$ cat src/rtl/pwm_oc_dt_pkg.sv
// Shared state encoding and bus-slicing helper for the complementary deadtime generator.
package pwm_oc_dt_pkg;

    typedef enum logic [2:0] {
        S_OFF     = 3'd0,
        S_LOW     = 3'd1,
        S_DT_RISE = 3'd2,
        S_HIGH    = 3'd3,
        S_DT_FALL = 3'd4
    } dt_state_t;

    // LSB index of channel ch inside a packed per-channel bus, ch0 in the LSBs.
    function automatic int unsigned ch_lsb(input int unsigned ch, input int unsigned width);
        return ch * width;
    endfunction

endpackage

$ cat src/rtl/pwm_oc_deadtime_ch.sv
// One channel: shadowed rise/fall deadtimes, deadtime counter and the Moore FSM.
// The registered FSM state is the only output; the top decodes drives from it.
module pwm_oc_deadtime_ch
    import pwm_oc_dt_pkg::*;
#(
    parameter int WIDTH = 8
) (
    input  logic             clk,
    input  logic             rst,
    input  logic             update_event,
    input  logic             pwm_in,
    input  logic             en,
    input  logic [WIDTH-1:0] rise_preload,
    input  logic [WIDTH-1:0] fall_preload,
    output dt_state_t        state
);

    localparam logic [WIDTH-1:0] ONE = WIDTH'(1);

    dt_state_t        state_nx;
    logic [WIDTH-1:0] cnt, cnt_nx;
    logic [WIDTH-1:0] rise_sh, fall_sh;

    always_ff @(posedge clk) begin
        if (rst) begin
            state   <= S_OFF;
            cnt     <= '0;
            rise_sh <= '0;
            fall_sh <= '0;
        end else begin
            state <= state_nx;
            cnt   <= cnt_nx;
            // Shadows only feed the next counter load, so a running deadtime is unaffected.
            if (update_event) begin
                rise_sh <= rise_preload;
                fall_sh <= fall_preload;
            end
        end
    end

    always_comb begin
        state_nx = state;
        cnt_nx   = cnt;
        if (!en) begin
            state_nx = S_OFF;
            cnt_nx   = '0;
        end else begin
            unique case (state)
                S_OFF, S_LOW, S_HIGH: begin
                    if (pwm_in && state != S_HIGH) begin
                        if (rise_sh == '0) begin
                            state_nx = S_HIGH;
                        end else begin
                            state_nx = S_DT_RISE;
                            cnt_nx   = rise_sh - ONE;
                        end
                    end else if (!pwm_in && state != S_LOW) begin
                        if (fall_sh == '0) begin
                            state_nx = S_LOW;
                        end else begin
                            state_nx = S_DT_FALL;
                            cnt_nx   = fall_sh - ONE;
                        end
                    end
                end
                S_DT_RISE: begin
                    // A pulse shorter than the deadtime is swallowed; low side resumes at once.
                    if (!pwm_in) begin
                        state_nx = S_LOW;
                        cnt_nx   = '0;
                    end else if (cnt == '0) begin
                        state_nx = S_HIGH;
                    end else begin
                        cnt_nx = cnt - ONE;
                    end
                end
                S_DT_FALL: begin
                    if (pwm_in) begin
                        state_nx = S_HIGH;
                        cnt_nx   = '0;
                    end else if (cnt == '0) begin
                        state_nx = S_LOW;
                    end else begin
                        cnt_nx = cnt - ONE;
                    end
                end
                default: begin
                    state_nx = S_OFF;
                    cnt_nx   = '0;
                end
            endcase
        end
    end

endmodule

$ cat src/rtl/pwm_oc_deadtime_mc.sv
// Multi-channel complementary deadtime generator: break gating, per-channel FSMs, polarity.
// Optional macro PWM_OC_DT_BREAK_LATCH_EN makes break sticky until break_clr_i.
module pwm_oc_deadtime_mc
    import pwm_oc_dt_pkg::*;
#(
    parameter int NUM_CH = 3,
    parameter int WIDTH  = 8
) (
    input  logic                    clk_psc_i,
    input  logic                    rst_i,
    input  logic                    update_event_i,
    input  logic [NUM_CH-1:0]       pwm_in_i,
    input  logic [NUM_CH*WIDTH-1:0] dtg_rise_preload_i,
    input  logic [NUM_CH*WIDTH-1:0] dtg_fall_preload_i,
    input  logic [NUM_CH-1:0]       out_en_i,
    input  logic [NUM_CH-1:0]       pol_high_i,
    input  logic [NUM_CH-1:0]       pol_low_i,
    input  logic                    break_i,
`ifdef PWM_OC_DT_BREAK_LATCH_EN
    input  logic                    break_clr_i,
    output logic                    break_flag_o,
`endif
    output logic [NUM_CH-1:0]       pwm_high_o,
    output logic [NUM_CH-1:0]       pwm_low_o,
    output logic [NUM_CH-1:0]       dt_busy_o
);

    logic              brk;
    logic [NUM_CH-1:0] en;
    dt_state_t         ch_state [NUM_CH];

`ifdef PWM_OC_DT_BREAK_LATCH_EN
    logic break_flag;

    // Set wins over clear, so a clear while break_i is still high has no effect.
    always_ff @(posedge clk_psc_i) begin
        if (rst_i) begin
            break_flag <= 1'b0;
        end else if (break_i) begin
            break_flag <= 1'b1;
        end else if (break_clr_i) begin
            break_flag <= 1'b0;
        end
    end

    assign brk          = break_flag | break_i;
    assign break_flag_o = break_flag;
`else
    assign brk = break_i;
`endif

    assign en = out_en_i & ~{NUM_CH{brk}};

    for (genvar ch = 0; ch < NUM_CH; ch++) begin : g_ch
        pwm_oc_deadtime_ch #(
            .WIDTH(WIDTH)
        ) u_ch (
            .clk          (clk_psc_i),
            .rst          (rst_i),
            .update_event (update_event_i),
            .pwm_in       (pwm_in_i[ch]),
            .en           (en[ch]),
            .rise_preload (dtg_rise_preload_i[ch_lsb(ch, WIDTH) +: WIDTH]),
            .fall_preload (dtg_fall_preload_i[ch_lsb(ch, WIDTH) +: WIDTH]),
            .state        (ch_state[ch])
        );

        assign pwm_high_o[ch] = (ch_state[ch] == S_HIGH) ^ pol_high_i[ch];
        assign pwm_low_o[ch]  = (ch_state[ch] == S_LOW) ^ pol_low_i[ch];
        assign dt_busy_o[ch]  = (ch_state[ch] == S_DT_RISE) || (ch_state[ch] == S_DT_FALL);
    end

endmodule

$ cat config.mk
export PLATFORM = sky130hd
export DESIGN_NAME = pwm_oc_deadtime_mc
export DESIGN_NICKNAME = d
export VERILOG_FILES = /design/src/rtl/pwm_oc_dt_pkg.sv /design/src/rtl/pwm_oc_deadtime_ch.sv /design/src/rtl/pwm_oc_deadtime_mc.sv
export SDC_FILE = /design/constraint.sdc
export NUM_CORES = 1
export LEC_CHECK = 0
export CAP_MARGIN = 25
export CORE_UTILIZATION = 50
export CTS_CLUSTER_SIZE = 12
export DETAILED_ROUTE_END_ITERATION = 8
export PLACE_DENSITY = 0.78
export SYNTH_ARGS = -nofsm -noshare
export SYNTH_HDL_FRONTEND = slang
export SYNTH_SLANG_ARGS = --single-unit
$ cat constraint.sdc
create_clock -name clk_psc_i -period 2.68 [get_ports clk_psc_i]
set_input_delay 0.67 -clock clk_psc_i [delete_from_list [all_inputs] [get_ports clk_psc_i]]
set_output_delay 0.67 -clock clk_psc_i [all_outputs]
set_load 0.02 [all_outputs]
==> flow_summary.json <==
{
  "ys_types": 62,
  "crit_buf_inv": 2,
  "avgSynthCellArea_um2": 8.167,
  "antenna_found_initial": 0,
  "avgViaCountPerCell": 5.801,
  "drv_cap": 0,
  "hold_ws_ns": 0.4823,
  "cts_sinks": 81,
  "synth_nets": 670,
  "grt_pass1_vias": 4573,
  "drc": 0,
  "postSynthCellCount": 597,
  "fin_crit_sh": 0.9665,
  "grt.total_usage": 0.2617,
  "setup_viol": 0,
  "synth-edff-count": 0,
  "grt_pass1_wl_um": 21160,
  "final_area_um2": 6091,
  "cp.arrival_ns": 1.92,
  "dr_wl_met3_um": 746,
  "ys.flop_type": "dfxtp_1",
  "rows": 35,
  "grt_overflow": 0,
  "cts_tree": "done",
  "power.total_uw": 3073,
  "area_delta_synth_final_pct": 24.92,
  "slew_viol_final": 0,
  "worstMarginPinSlew_ns": 0.6522,
  "numCtsBuffers": 9,
  "power_frac_comb": 0.254,
  "seqPwrFrac": 0.439,
  "die_area_um2": 10150,
  "ys_seq_elements": 81,
  "routedWlPerCell_um": 15.45,
  "synth_top_cell_by_area": "dfxtp_1",
  "wl_met2_um": 6040,
  "post_dp_cell_area_um2": 5868,
  "required_ns": 2.01,
  "synthMostInstantiatedCell": "nor2_1",
  "fin_util": 0.6530,
  "crit_path_max_incr_delay_ns": 0.62,
  "first_pass_iters": 5,
  "status": "finished, final reports clean",
  "critPathSlowestCell": "clkdlybuf4s50_1",
  "postCtsHoldBufs": 0,
  "port_buffers": 72,
  "switching_share": 0.3151,
  "gp_congestion": 0.9887,
  "clk_pin_slew_ns": 0.10,
  "dp_hpwl_um": 9584,
  "hp-class": "reg2reg",
  "worstSetupStartpointType": "primary input",
  "routed_wl_um": 12590,
  "insertedDiodeCount": 0,
  "die_x_um": 100.8,
  "endpoint_kind": "output port",
  "p_int_uw": 2104,
  "ys_top_cells_by_count": "nor2_1 (94), dfxtp_1 (81), mux2i_1 (66)",
  "rsz0062_at_grt": "false",
  "wl_met1_um": 5510,
  "switching_power_uw": 968.3,
  "die_y_um": 100.8,
  "syn_area_um2": 4876,
  "p_clk_frac": 0.308,
  "worstPathMaxFanout": 1,
  "fin_crit_ns": 2.590,
  "relSlewSlack": 0.5591,
  "max-vdd-ir-drop_mv": 0.3124,
  "p_leak_uw": 0.002536,
  "final_antenna_net_count": 0,
  "vias": 4728,
  "cp_top_family": "buffers and inverters",
  "worstSetupPathType": "in2out",
  "root_buffer": "clkbuf_8",
  "fin_skew_ns": 0.01184,
  "crit_path_cell_trace": "clkdlybuf4s50_1 > xor2_1 > clkdlybuf4s50_1",
  "clk_path_buf_depth": 2,
  "cts.htree.levels": 3,
  "insertion_delay_ns": 0.37,
  "synth_top_area_frac": 0.3326,
  "drive_above_1_share": 0.09913,
  "power.density_nw_per_um2": 504.5,
  "yosysSeqAreaShare": 0.3326,
  "worst_path_most_repeated_cell": "clkdlybuf4s50_1",
  "ys_warn_count": 0,
  "num-nets-final": 754,
  "grt_max_degree": 49,
  "start_util": 0.5227,
  "async_flop_share": 0,
  "ioPinCount": 73,
  "core_um2": 9328,
  "synth_area_leaders": "dfxtp_1 (33%), mux2i_1 (14%), nor2_1 (7.2%), nand2_1 (3.6%), xnor2_1 (3.6%)",
  "drt_iter0_drc": 207,
  "fmax_mhz": 386.1,
  "final_hold_viol_count": 0,
  "highest_layer": "met4"
}
-- area by class of cell --
class | count | area [um^2]
repair buffers | 103 | 958.4
inverters | 16 | 60.06
fillers | 766 | 3237
multi-input cells | 470 | 3074
flip-flops and latches | 81 | 1628
well taps | 129 | 161.4
clock buffers | 9 | 123.9
clock inverters | 7 | 85.08
-- sequential cells by signal (all words and copies together) (netlist names) --
signal             cells
g_ch.u_ch.state        9
g_ch.u_ch.rise_sh     24
g_ch.u_ch.fall_sh     24
g_ch.u_ch.cnt         24
-- logic make-up (layout without fill, tap and decap cells) --
logic type / after synthesis / count (layout) / synth area share
and+or+nand+nor: 236 / 236 / 0.2312
AOI/OAI and AO/OA: 120 / 120 / 0.1678
DFF: 81 / 81 / 0.3326
muxes: 68 / 68 / 0.1409
buffers and inverters: 46 / 135 / 0.03798
xor gates and xnor gates: 37 / 37 / 0.06646
adders and majority gates: 9 / 9 / 0.02310
-- routing by layer --
layer,global-route usage,vias to the layer above
met2,0.4389,160
met1,0.3275,2227
li1,-,2317
met4,0.09365,0
met5,0,-
met3,0.06241,24
-- cell usage in the layout (no fill, tap or decap), types with 20 or more instances in the layout --
| cell type | count |
|---|---|
| dfxtp_1 | 76 |
| mux2i_1 | 66 |
| clkdlybuf4s50_1 | 69 |
| nor2_1 | 94 |
| buf_4 | 30 |
| xnor2_1 | 20 |
| nor3_1 | 31 |
| a21oi_1 | 25 |
| nand2_1 | 47 |
| o21ai_0 | 28 |
-- timing repair --
item	CTS	global route
cloned	0	0
gates resized for setup	1	6
buffers inserted	0	0
setup endpoints to repair	1	6
endpoints found under the hold margin	0	0
pin swaps	0	0
-- worst paths after layout --
kind,from,endpoint,slack [ns],cells after the start
max reg2reg,g_ch[0].u_ch.state[0]$_SDFFE_PP0P_,g_ch[0].u_ch.cnt[4]$_SDFFE_PP0P_,0.28,9
min reg2reg,g_ch[0].u_ch.cnt[5]$_SDFFE_PP0P_,g_ch[0].u_ch.cnt[5]$_SDFFE_PP0P_,0.48,2
min,g_ch[0].u_ch.cnt[5]$_SDFFE_PP0P_,g_ch[0].u_ch.cnt[5]$_SDFFE_PP0P_,0.48,2
max,pol_low_i[2],pwm_low_o[2],0.09,3
-- power groups by stage --
| stage | Combinational [uW] | Sequential (uW) | Clock (uW) |
|---|---|---|---|
| 2_1_floorplan | 526 | 1340 | 0 |
| 3_3_place_gp | 746 | 1370 | 0 |
| 3_5_place_dp | 766 | 1370 | 0 |
| 4_1_cts | 774 | 1350 | 962 |
| 5_1_grt | 857 | 1360 | 1030 |
| 6_report | 779 | 1350 | 946 |
-- through the flow --
stage / setup slack (ns) / setup TNS, ns / std cells
final: 0.08973 / 0 / 815
after global routing: 0.04034 / 0 / 815
after CTS: 0.003240 / 0 / 815
after detailed placement: -0.06034 / -0.1222 / 799
after global placement: 0.04510 / 0 / 799
after floorplan: 0.08770 / 0 / 597
-- worst reg2reg max path: stages, from the launching register on --
cell      delay, ns
dfxtp_2        0.44
nand2_1        0.13
o21ai_1        0.42
mux2i_1        0.28
ha_1           0.20
buf_4          0.14
nor4b_1        0.32
nor4_1         0.10
o21bai_1       0.20
a21oi_2        0.07
No activity file was read; power rests on OpenSTA's default activity.
